[config.mk]
export PLATFORM = sky130hd
export DESIGN_NAME = keycode_router_flat
export DESIGN_NICKNAME = d
export VERILOG_FILES = /design/src/rtl/keycode_router_if.sv /design/src/rtl/keycode_router.sv /design/src/flat_wrapper.sv
export SDC_FILE = /design/constraint.sdc
export NUM_CORES = 1
export LEC_CHECK = 0
export BUFFER_PORTS_ARGS = -buffer_cell sky130_fd_sc_hd__buf_2
export CORE_ASPECT_RATIO = 0.7
export CORE_MARGIN = 10
export CORE_UTILIZATION = 55
export DETAILED_ROUTE_END_ITERATION = 10
export PLACE_DENSITY = 0.74
export SYNTH_ARGS = -nofsm -noshare
export SYNTH_HDL_FRONTEND = slang
export SYNTH_SLANG_ARGS = --single-unit
[constraint.sdc]
create_clock -name Clk -period 9.5 [get_ports Clk]
set_input_delay 1.9 -clock Clk [delete_from_list [all_inputs] [get_ports Clk]]
set_output_delay 1.9 -clock Clk [all_outputs]
set_load 0.02 [all_outputs]
[src/rtl/keycode_router_if.sv]
// keycode_router_if: report-byte bus from the USB HID host side into the keycode router.
interface keycode_router_if;
   logic       report_wr;
   logic [2:0] report_idx;
   logic [7:0] report_byte;
   logic       report_done;
   modport master (output report_wr, report_idx, report_byte, report_done);
   modport slave  (input  report_wr, report_idx, report_byte, report_done);
endinterface

[src/rtl/keycode_router.sv]
// keycode_router: stages HID reports, commits them atomically and, once per frame,
// resolves each player's movement key and edge-triggered fire pulse.
module keycode_router (
   input  logic                   Clk,
   input  logic                   Reset,
   input  logic                   frame_clk,
   keycode_router_if.slave        rpt,
   output logic [7:0]             keycode_p1,
   output logic [7:0]             keycode_p2,
   output logic                   fire_p1,
   output logic                   fire_p2,
   output logic                   report_err
);
   localparam logic [7:0] P1_FIRE = 8'h58;
   localparam logic [7:0] P2_FIRE = 8'h2C;

   logic [7:0] staging [6];
   logic [7:0] active  [6];
   logic [7:0] merged  [6];
   logic       rollover, idx_ok;
   logic       frame_d, frame_pulse;
   logic       held1, held2, hold1, hold2, edge1, edge2;
   logic [7:0] mv1, mv2;

   function automatic logic is_p1_mv(input logic [7:0] b);
      return b inside {8'h1A, 8'h16, 8'h04, 8'h07};
   endfunction

   function automatic logic is_p2_mv(input logic [7:0] b);
      return b inside {8'h52, 8'h51, 8'h50, 8'h4F};
   endfunction

   assign idx_ok = rpt.report_idx < 3'd6;

   // A byte written in the commit cycle is folded into the committed report.
   always_comb begin
      merged   = staging;
      rollover = 1'b1;
      if (rpt.report_wr && idx_ok) merged[rpt.report_idx] = rpt.report_byte;
      for (int i = 0; i < 6; i++) rollover = rollover & (merged[i] == 8'h01);
   end

   // Descending scan so the lowest matching slot is the one that sticks.
   always_comb begin
      mv1   = 8'h00;
      mv2   = 8'h00;
      hold1 = 1'b0;
      hold2 = 1'b0;
      for (int i = 5; i >= 0; i--) begin
         mv1   = is_p1_mv(active[i]) ? active[i] : mv1;
         mv2   = is_p2_mv(active[i]) ? active[i] : mv2;
         hold1 = hold1 | (active[i] == P1_FIRE);
         hold2 = hold2 | (active[i] == P2_FIRE);
      end
      edge1 = hold1 & ~held1;
      edge2 = hold2 & ~held2;
   end

   always_ff @(posedge Clk) begin
      if (Reset) begin
         for (int i = 0; i < 6; i++) begin
            staging[i] <= 8'h00;
            active[i]  <= 8'h00;
         end
         frame_d     <= 1'b1;
         frame_pulse <= 1'b0;
         held1       <= 1'b0;
         held2       <= 1'b0;
         keycode_p1  <= 8'h00;
         keycode_p2  <= 8'h00;
         fire_p1     <= 1'b0;
         fire_p2     <= 1'b0;
         report_err  <= 1'b0;
      end else begin
         frame_d     <= frame_clk;
         frame_pulse <= frame_clk & ~frame_d;
         for (int i = 0; i < 6; i++) begin
            staging[i] <= rpt.report_done ? 8'h00 : merged[i];
            if (rpt.report_done && !rollover) active[i] <= merged[i];
         end
         if ((rpt.report_wr && !idx_ok) || (rpt.report_done && rollover)) report_err <= 1'b1;
         // Evaluation reads the pre-commit active buffer when a commit coincides.
         if (frame_pulse) begin
            held1      <= hold1;
            held2      <= hold2;
            fire_p1    <= edge1;
            fire_p2    <= edge2;
            keycode_p1 <= edge1 ? P1_FIRE : mv1;
            keycode_p2 <= edge2 ? P2_FIRE : mv2;
         end else begin
            fire_p1 <= 1'b0;
            fire_p2 <= 1'b0;
         end
      end
   end
endmodule
[src/flat_wrapper.sv]
// flat-port wrapper written by rule: the top's interface ports become plain ports
module keycode_router_flat 
  (Clk, Reset, frame_clk, keycode_p1, keycode_p2, fire_p1, fire_p2, report_err, rpt_report_wr, rpt_report_idx, rpt_report_byte, rpt_report_done);
  keycode_router_if rpt_i ();
  input  logic Clk;
  input  logic Reset;
  input  logic frame_clk;
  output logic [7:0] keycode_p1;
  output logic [7:0] keycode_p2;
  output logic fire_p1;
  output logic fire_p2;
  output logic report_err;
  input wire logic [$bits(rpt_i.report_wr)-1:0] rpt_report_wr;
  input wire logic [$bits(rpt_i.report_idx)-1:0] rpt_report_idx;
  input wire logic [$bits(rpt_i.report_byte)-1:0] rpt_report_byte;
  input wire logic [$bits(rpt_i.report_done)-1:0] rpt_report_done;
  assign rpt_i.report_wr = rpt_report_wr;
  assign rpt_i.report_idx = rpt_report_idx;
  assign rpt_i.report_byte = rpt_report_byte;
  assign rpt_i.report_done = rpt_report_done;
  keycode_router u_core (.Clk(Clk), .Reset(Reset), .frame_clk(frame_clk), .rpt(rpt_i), .keycode_p1(keycode_p1), .keycode_p2(keycode_p2), .fire_p1(fire_p1), .fire_p2(fire_p2), .report_err(report_err));
endmodule
==> flow_metrics.tcl, run 1 <==
set metrics [dict create \
    root_buffer "clkbuf_16" \
    ctsHoldBuffers 0 \
    syn_inst 624 \
    status "finished, final reports clean" \
    die-area_sq_um 15600 \
    clock_latency_ps 420 \
    grt_use_total_pct 22.0 \
    route.met3.wl_um 1650 \
    cts_tree "yes" \
    grt_pass1_wl_um 26300 \
    grt.overflow.total 0 \
    cp-end-kind "flip-flop" \
    path_class "primary input to flip-flop" \
    ys_types 65 \
    io_pins 35 \
    ys_async_sr_fraction_pct 0 \
    cp_max_fo 40 \
    placed_cells 778 \
    met2_wirelength_um 7390 \
    initial_core_util_pct 57.1 \
    via_per_inst 6.34 \
    peakVddDrop_mv 0.153 \
    tightest_slew_ps 1100 \
    h-tree-depth 4 \
    dp.final_hpwl_um 12300 \
    post_route_cells_drive_above_1_share_pct 13.7 \
    drt_pre_antenna_iters 6 \
    wl_um 16800 \
    period_minus_slack_ps 4840 \
    gp_congestion 0.953 \
    synth_most_common_cell "nor2_1" \
    synth.area.top_cells "edfxtp_1 (24%), dfxtp_1 (24%), mux2i_1 (8.5%), nor2_1 (6.4%), nor3_1 (4.2%)" \
    core_area_sq_um 10500 \
    synth_top_flop_cell "dfxtp_1" \
    synthesis.area_sq_um 6000 \
    yosysTopAreaCell "edfxtp_1" \
    multiInputGateArea_sq_um 2960 \
    cellPowerDensity_nw_per_um2 184 \
    fin_skew_ps 7.77 \
    rows 31 \
    crit_required_ps 9640 \
    timing.fmax_mhz 207 \
    relSlewSlack_pct 25.9 \
    synth_edf_count 48 \
    final_cells 811 \
    max-clock-path-buffers 2 \
    cts_setup_buffers 0 \
    whs_path_depth 1 \
    cts_inserted_buffers 17 \
    cts.reportedPaths.clkPinSlew_ps 60 \
    grt_pass1_vias 4798 \
    syn_nets 640 \
    cts.sinks 119 \
    ys_seq_area_share_pct 47.7 \
    nets 665 \
    hold_viol 0 \
    start_kind "primary input" \
    finalSetupViolCount 0 \
    yosys_register_bits 119 \
    antenna_found_initial 1 \
    routedWlPerCell_um 20.8 \
    netlist_top_cells_count "nor2_1 (103), dfxtp_1 (71), mux2i_1 (51)" \
    die_y_um 107 \
    die_width_um 145 \
    area_delta_synth_final_pct 13.9 \
    period_share_pct 51.0 \
    antenna_left 0 \
    vias 5138 \
    drcViolationCount 0 \
    top_layer "met5" \
    m1WireLength_um 7460 \
    p_leak_nw 2.52 \
    maxCapViolations 0 \
    tns_ps 0 \
    ff_latch_area_sq_um 2860 \
    synth_top_area_share_pct 24.0 \
    post_cts_resized 0 \
    numPortBuffers 34 \
    syn_avg_cell_area_sq_um 9.62 \
    r2r_cells 6 \
    fillers 844 \
    grt_max_degree 50 \
    yosysWarnings 0 \
    rsz0062_at_grt "no" \
    drv_slew 0 \
    hold_class "flip-flop to flip-flop" \
    drt_iter0_markers 542 \
    arrival_ps 4980 \
]
[cell usage in the layout, fill, tap and decap left out, types with 14 or more instances in the layout]
cell type,count
buf_2,34
clkbuf_16,19
mux2i_1,51
nor3_1,50
edfxtp_1,48
a21oi_1,14
dfxtp_1,71
nand2_1,29
nor2_1,103
[where the power goes]
group	leakage, nW	total, W	switching (W)	internal, W
combinational	1.13	0.0000835	0.0000547	0.0000288
clock	0.277	0.000615	0.000237	0.000378
sequential	1.11	0.000562	0.0000172	0.000545
total	2.52	0.00126	0.000309	0.000952
[through the flow]
step	power, W	worst slack [ps]	cell area [sq um]	util [%]	hold slack [ps]
2_1_floorplan	0.000625	4680	6000	-	372
3_3_place_gp	0.000650	4380	6260	59.6	379
3_5_place_dp	0.000653	4270	6260	59.6	389
4_1_cts	0.00126	4690	6840	65.0	396
5_1_grt	0.00129	4520	6840	65.0	418
6_report	0.00126	4660	6840	65.1	393
[layer usage]
layer,up-vias,global-route usage (%)
li1,2389,-
met1,2482,30.0
met2,230,31.7
met3,35,7.54
met4,2,7.55
met5,-,0
[critical path, cell delays in order]
cell and delay, ps:
buf_2 160, nand4b_1 600, or4_1 610, a2111o_1 440, or4_4 550, nor4_4 160, buf_4 420, nor3_1 130
[registers in the layout, summed over array words and instances, names as in the netlist]
signal and cells:
u_core.held1 1, u_core.staging 48, u_core.report_err 1, u_core.keycode_p1 8, u_core.keycode_p2 8, u_core.frame_pulse 1, u_core.active 48, u_core.fire_p2 1
u_core.fire_p1 1, u_core.held2 1, u_core.frame_d 1
[cells by family (layout without fill, tap and decap cells)]
group           Yosys count  in the layout  share of synthesized area, %
simple gates            313            313                          28.3
flops                   119            119                          47.7
compound gates           90             90                          10.8
mux                      52             52                          8.69
buf+inv                  43             81                          3.44
xor+xnor                  7              7                          1.02
other cells               0              1                             0
[final timing paths]
check                                            end  slack, ps                 from
worst max-delay path             u_core.active[4][1]       4660    rpt_report_idx[2]
worst max register to register  u_core.keycode_p2[4]       6650  u_core.active[4][3]
worst min register to register    u_core.frame_pulse        390       u_core.frame_d
worst min-delay path              u_core.frame_pulse        390       u_core.frame_d
[cell type report]
cell class,instances,share of cell area [%]
antenna,1,0.0366
clock buffer,23,7.47
clock inverter,9,0.915
inverter,8,0.439
multi-input combinational,462,43.3
sequential,119,41.9
tap,148,2.71
timing repair buffer,41,3.26
(Power assumes the default switching activity.)
==> run 2, diff against run 1 <==
--- a/config.mk
+++ b/config.mk
@@ -5,6 +5,7 @@
 export SDC_FILE = /design/constraint.sdc
 export NUM_CORES = 1
 export LEC_CHECK = 0
+export ABC_AREA = 1
 export BUFFER_PORTS_ARGS = -buffer_cell sky130_fd_sc_hd__buf_2
 export CORE_ASPECT_RATIO = 0.7
 export CORE_MARGIN = 10
==> constraint.sdc (replaced) <==
create_clock -name Clk -period 4.7 [get_ports Clk]
set_input_delay 0.94 -clock Clk [delete_from_list [all_inputs] [get_ports Clk]]
set_output_delay 0.94 -clock Clk [all_outputs]
set_load 0.02 [all_outputs]
==> flow_metrics.tcl, run 2 <==
set metrics [dict create \
    arrival_ps 3380 \
    max-clock-path-buffers 2 \
    switchingPower_w 0.000622 \
    rows 31 \
    netlist_top_cells_count "nand2_1 (206), nor2_1 (190), inv_1 (124)" \
    numPortBuffers 34 \
    syn_avg_cell_area_sq_um 7.02 \
    p_comb_share_pct 7.5 \
    h-tree-depth 4 \
    whs_ps 386 \
    p_leak_nw 3.22 \
    cts.reportedPaths.clkPinSlew_ps 50 \
    maxCapViolations 0 \
    dp.final_hpwl_um 11300 \
    relSlewSlack_pct 30.7 \
    grt_max_degree 49 \
    synth_fa_ha_area_share_pct 0 \
    syn_inst 842 \
    yosys_register_bits 119 \
    crit_required_ps 4610 \
    ff_latch_area_sq_um 2860 \
    grt_pass1_wl_um 25000 \
    ys_async_sr_fraction_pct 0 \
    gp_congestion 0.949 \
    initial_core_util_pct 56.6 \
    synth_compound_area_share_pct 9.42 \
    period_minus_slack_ps 3460 \
    core_area_sq_um 10400 \
    multiInputGateArea_sq_um 2470 \
    cp-end-kind "flip-flop" \
    yosysTopAreaCell "edfxtp_1" \
    wl_um 15400 \
    final_cell_mix "nand2_1 (205), nor2_1 (190), inv_1 (124)" \
    synth_edf_count 48 \
    final_cells 1021 \
    whs_path_depth 1 \
    hold_viol 0 \
    yosysWarnings 0 \
    die_y_um 107 \
    rsz0062_at_grt "no" \
    timing.fmax_mhz 289 \
    path_delay_family "simple AND/OR/NAND/NOR gates" \
    routedWlPerCell_um 15.1 \
    synth-simple-area-share_pct 32.3 \
    top_regs "u_core.active: 48 flops, u_core.staging: 48 flops" \
    vias 5473 \
    cp_slowest_cell "o21ai_0" \
    synth_most_common_cell "nand2_1" \
    r2r_cells 10 \
    synth_top_flop_cell "dfxtp_1" \
    synth_top_area_share_pct 24.4 \
    post_cts_resized 0 \
    post_route_cells_drive_above_1_share_pct 9.45 \
    antenna_left 0 \
    drcViolationCount 0 \
    cts.sinks 119 \
    cts_setup_buffers 0 \
    synth_top_family_by_area "simple AND/OR/NAND/NOR gates" \
    fin_skew_ps 7.96 \
    cp_max_fo 48 \
    path_class "primary input to flip-flop" \
    tightest_slew_ps 1040 \
    finalSetupViolCount 0 \
    via_per_inst 5.36 \
    tns_ps 0 \
    p_int_w 0.00195 \
    root_buffer "clkbuf_16" \
    drv_slew 0 \
    r2r-end "u_core.active[0][2]" \
    fillers 911 \
    die-area_sq_um 15400 \
    ys_seq_area_share_pct 48.4 \
    io_pins 35 \
    placed_cells 989 \
    start_kind "primary input" \
    cellPowerDensity_nw_per_um2 383 \
    die_width_um 144 \
    p_clk_share_pct 48.3 \
    drt_iter0_markers 775 \
    status "finished, final reports clean" \
    layout_commonest_cell "nand2_1" \
    worstPathCellList "buf_2, inv_1, nor2_2, nand2_1, o21ai_0, nand2_1, nor2_1, nand2_1, nor2_2, nand3_1, nand2_1, nand2_2" \
    nets 892 \
    ff2ff_setup_slack_ps 2300 \
    synth_xor_area_share_pct 0 \
    period_share_pct 73.7 \
    ctsHoldBuffers 0 \
    crit_path_frequent_cell "nand2_1" \
    holdCritStartpoint "u_core.frame_d" \
    power.share.switching_pct 24.2 \
    syn_nets 858 \
    slowest_delay_ps 630 \
    drt_pre_antenna_iters 5 \
    diodes 0 \
    yosys-mux-area-fraction_pct 0 \
    ys_types 31 \
    grt_pass1_vias 5061 \
    grt_use_total_pct 20.5 \
    cts_tree "yes" \
    whs_endpoint "u_core.frame_pulse" \
    hold_class "flip-flop to flip-flop" \
    cts_inserted_buffers 17 \
    clock_latency_ps 410 \
    worst-path-buf-inv 2 \
    area_delta_synth_final_pct 13.8 \
    peakVddDrop_mv 0.303 \
    seqPwrFrac_pct 44.1 \
    synth.area.top_cells "edfxtp_1 (24%), dfxtp_1 (24%), nand2_1 (13%), nor2_1 (12%), inv_1 (7.9%)" \
    synthesis.area_sq_um 5910 \
    antenna_found_initial 0 \
    r2r-start "u_core.staging[4]" \
    grt.overflow.total 0 \
]
==> run 2: worst max-delay path by stage <==
stage                 startpoint             endpoint  slack (ps)  cells past startpoint
3_5_place_dp   rpt_report_idx[2]  u_core.active[4][4]         840                     12
6_report       rpt_report_idx[2]  u_core.active[0][2]        1240                     12
2_1_floorplan  rpt_report_idx[1]  u_core.active[0][0]        1260                      9
4_1_cts        rpt_report_idx[2]  u_core.active[1][0]        1250                     12
3_3_place_gp   rpt_report_idx[2]  u_core.active[5][3]         820                     12
5_1_grt        rpt_report_idx[2]  u_core.active[2][1]         880                     12
==> run 2: worst register-to-register path, stage by stage, from the launching register on <==
cell and delay, ps:
dfxtp_1 300, inv_1 40, nand2_1 40, o21ai_0 270, nand2_1 100, nor2_1 150, nand2_1 80, nor2_2 120
nand3_1 110, nand2_1 100, nand2_2 580
==> run 2: metal layers <==
metal / GRT usage [%] / vias to the layer above / part of all wire, %
met2: 29.2 / 257 / 41
met1: 29.4 / 2477 / 48
met5: 0 / - / 0
met4: 6.69 / 0 / 1.6
met3: 5.42 / 20 / 8.7
li1: - / 2719 / -
==> run 2: cell type report <==
| class | instances | share of cell area [%] |
|---|---|---|
| Sequential cell | 119 | 42.5 |
| Multi-Input combinational cell | 577 | 36.7 |
| Clock buffer | 26 | 8.05 |
| Inverter | 125 | 6.97 |
| Timing Repair Buffer | 36 | 2.75 |
| Tap cell | 132 | 2.45 |
| Clock inverter | 6 | 0.521 |
==> run 2: logic make-up (layout without fill, tap and decap cells) <==
logic type,after synthesis,in the layout
AO/OA/AOI/OAI,105,105
buffers and inverters,146,193
flip-flops,119,119
AND/OR/NAND/NOR,472,472
==> run 2: power by group through the flow <==
| stage | Clock, W | Sequential (W) | Combinational, W |
|---|---|---|---|
| after floorplan | 0 | 0.00115 | 0.000134 |
| after global placement | 0 | 0.00115 | 0.000185 |
| after detailed placement | 0 | 0.00116 | 0.000188 |
| after CTS | 0.00125 | 0.00113 | 0.000190 |
| after global routing | 0.00130 | 0.00114 | 0.000220 |
| final | 0.00124 | 0.00114 | 0.000194 |
==> run 2: per-stage QoR <==
step	util, %	area (sq um)	power [W]	setup WS, ps
after floorplan	-	5910	0.00128	1260
after global placement	59.0	6150	0.00134	818
after CTS	64.5	6730	0.00257	1250
final	64.5	6730	0.00257	1240
after detailed placement	59.0	6150	0.00134	839
after global routing	64.5	6730	0.00265	885
==> run 3, diff against run 2 <==
==> constraint.sdc (replaced) <==
create_clock -name Clk -period 3.6 [get_ports Clk]
set_input_delay 0.72 -clock Clk [delete_from_list [all_inputs] [get_ports Clk]]
set_output_delay 0.72 -clock Clk [all_outputs]
set_load 0.02 [all_outputs]
==> flow_metrics.tcl, run 3 (synthesis gave the netlist of run 2 again) <==
set metrics [dict create \
    grt_pass1_wl_um 24400 \
    fillers 883 \
    post_cts_resized 0 \
    antenna_found_initial 0 \
    ff_latch_area_sq_um 2860 \
    timing.fmax_mhz 362 \
    status "finished, final reports clean" \
    dp.final_hpwl_um 11100 \
    die_y_um 107 \
    initial_core_util_pct 56.6 \
    fin_skew_ps 13.8 \
    start_kind "primary input" \
    hold_class "flip-flop to flip-flop" \
    cp-end-kind "flip-flop" \
    dp_slack_ps 541 \
    clock_latency_ps 420 \
    drt_pre_antenna_iters 5 \
    crit_required_ps 3730 \
    multiInputGateArea_sq_um 2470 \
    arrival_ps 2890 \
    post_route_cells_drive_above_1_share_pct 10.6 \
    drcViolationCount 0 \
    layout_commonest_cell "nand2_1" \
    drt_iter0_markers 747 \
    grt_use_total_pct 20.0 \
    die_width_um 144 \
    via_per_inst 5.29 \
    finalSetupViolCount 0 \
    grt_max_degree 49 \
    rsz0062_at_grt "no" \
    cp_max_fo 31 \
    gp_congestion 0.941 \
    tns_ps 0 \
    fin_ws_ps 839 \
    peakVddDrop_mv 0.356 \
    cts_setup_buffers 0 \
    p_leak_nw 3.26 \
    maxCapViolations 0 \
    vias 5451 \
    max-clock-path-buffers 2 \
    period_share_pct 76.7 \
    io_pins 35 \
    hold_viol 0 \
    top_regs "u_core.active: 48 flops, u_core.staging: 48 flops" \
    period_minus_slack_ps 2760 \
    tightest_slew_ps 890 \
    root_buffer "clkbuf_16" \
    rows 31 \
    grt.overflow.total 0 \
    h-tree-depth 4 \
    die-area_sq_um 15400 \
    numPortBuffers 34 \
    cts.reportedPaths.clkPinSlew_ps 60 \
    cts_inserted_buffers 17 \
    nets 902 \
    cellPowerDensity_nw_per_um2 494 \
    ctsHoldBuffers 0 \
    relSlewSlack_pct 40.7 \
    routedWlPerCell_um 14.5 \
    final_cell_mix "nand2_1 (205), nor2_1 (190), inv_1 (124)" \
    area_delta_synth_final_pct 15.3 \
    diodes 0 \
    cts.sinks 119 \
    drv_slew 0 \
    wl_um 15000 \
    antenna_left 0 \
    grt_pass1_vias 4820 \
    core_area_sq_um 10400 \
    cts_tree "yes" \
    path_class "primary input to flip-flop" \
]
## run 3: cell types whose count changed in the layout (fill, tap and decap cells not counted), sizes merged
cell and change:
clkinv +1, bufinv +1, clkinvlp +2, buf +10, inv +2, clkbuf -6
## run 3: per-stage QoR
step	total power (W)	cell area, sq um	hold slack (ps)	utilization (%)	cells
after detailed placement	0.00176	6240	382	59.8	999
after global placement	0.00176	6240	376	59.8	999
after CTS	0.00338	6810	389	65.3	1031
after global routing	0.00349	6810	397	65.3	1031
final	0.00337	6810	388	65.3	1031
after floorplan	0.00168	5910	373	-	842
## run 3: final cells by class
class                      count  share of cell area [%]
clock buffer                  20                    6.72
clock inverter                12                    1.71
inverter                     125                    6.89
multi-input combinational    577                    36.2
sequential                   119                    42.0
tap                          132                    2.42
timing repair buffer          46                    4.00
## run 3: worst paths after layout
kind,from,end,slack (ps),cells past startpoint
max,rpt_report_idx[1],u_core.active[1][2],840,12
min,u_core.frame_d,u_core.frame_pulse,390,1
max reg2reg,u_core.active[5][1],u_core.keycode_p1[2],1550,8
min reg2reg,u_core.frame_d,u_core.frame_pulse,390,1
## run 3: worst max-delay path: stages
cell and delay [ps]:
buf_2 130, nor2_2 140, nand2_1 320, o21ai_0 590, nand2_1 100, nor2_1 140, nand2_1 80, nor2_2 140
nand3_1 120, nand2_1 100, nand2_2 50, buf_4 260
## run 3: per-layer routing
| metal | wire (um) | GRT usage (%) | vias to the layer above |
|---|---|---|---|
| met5 | 0 | 0 | - |
| met4 | 196 | 5.67 | 0 |
| met3 | 1330 | 5.69 | 18 |
| met2 | 6140 | 27.5 | 244 |
| met1 | 7330 | 29.5 | 2441 |
| li1 | - | - | 2748 |
## run 3: power by group
group | switching, W | internal (W)
sequential | 0.0000362 | 0.00144
combinational | 0.000184 | 0.0000770
clock | 0.000628 | 0.000997
total | 0.000848 | 0.00252
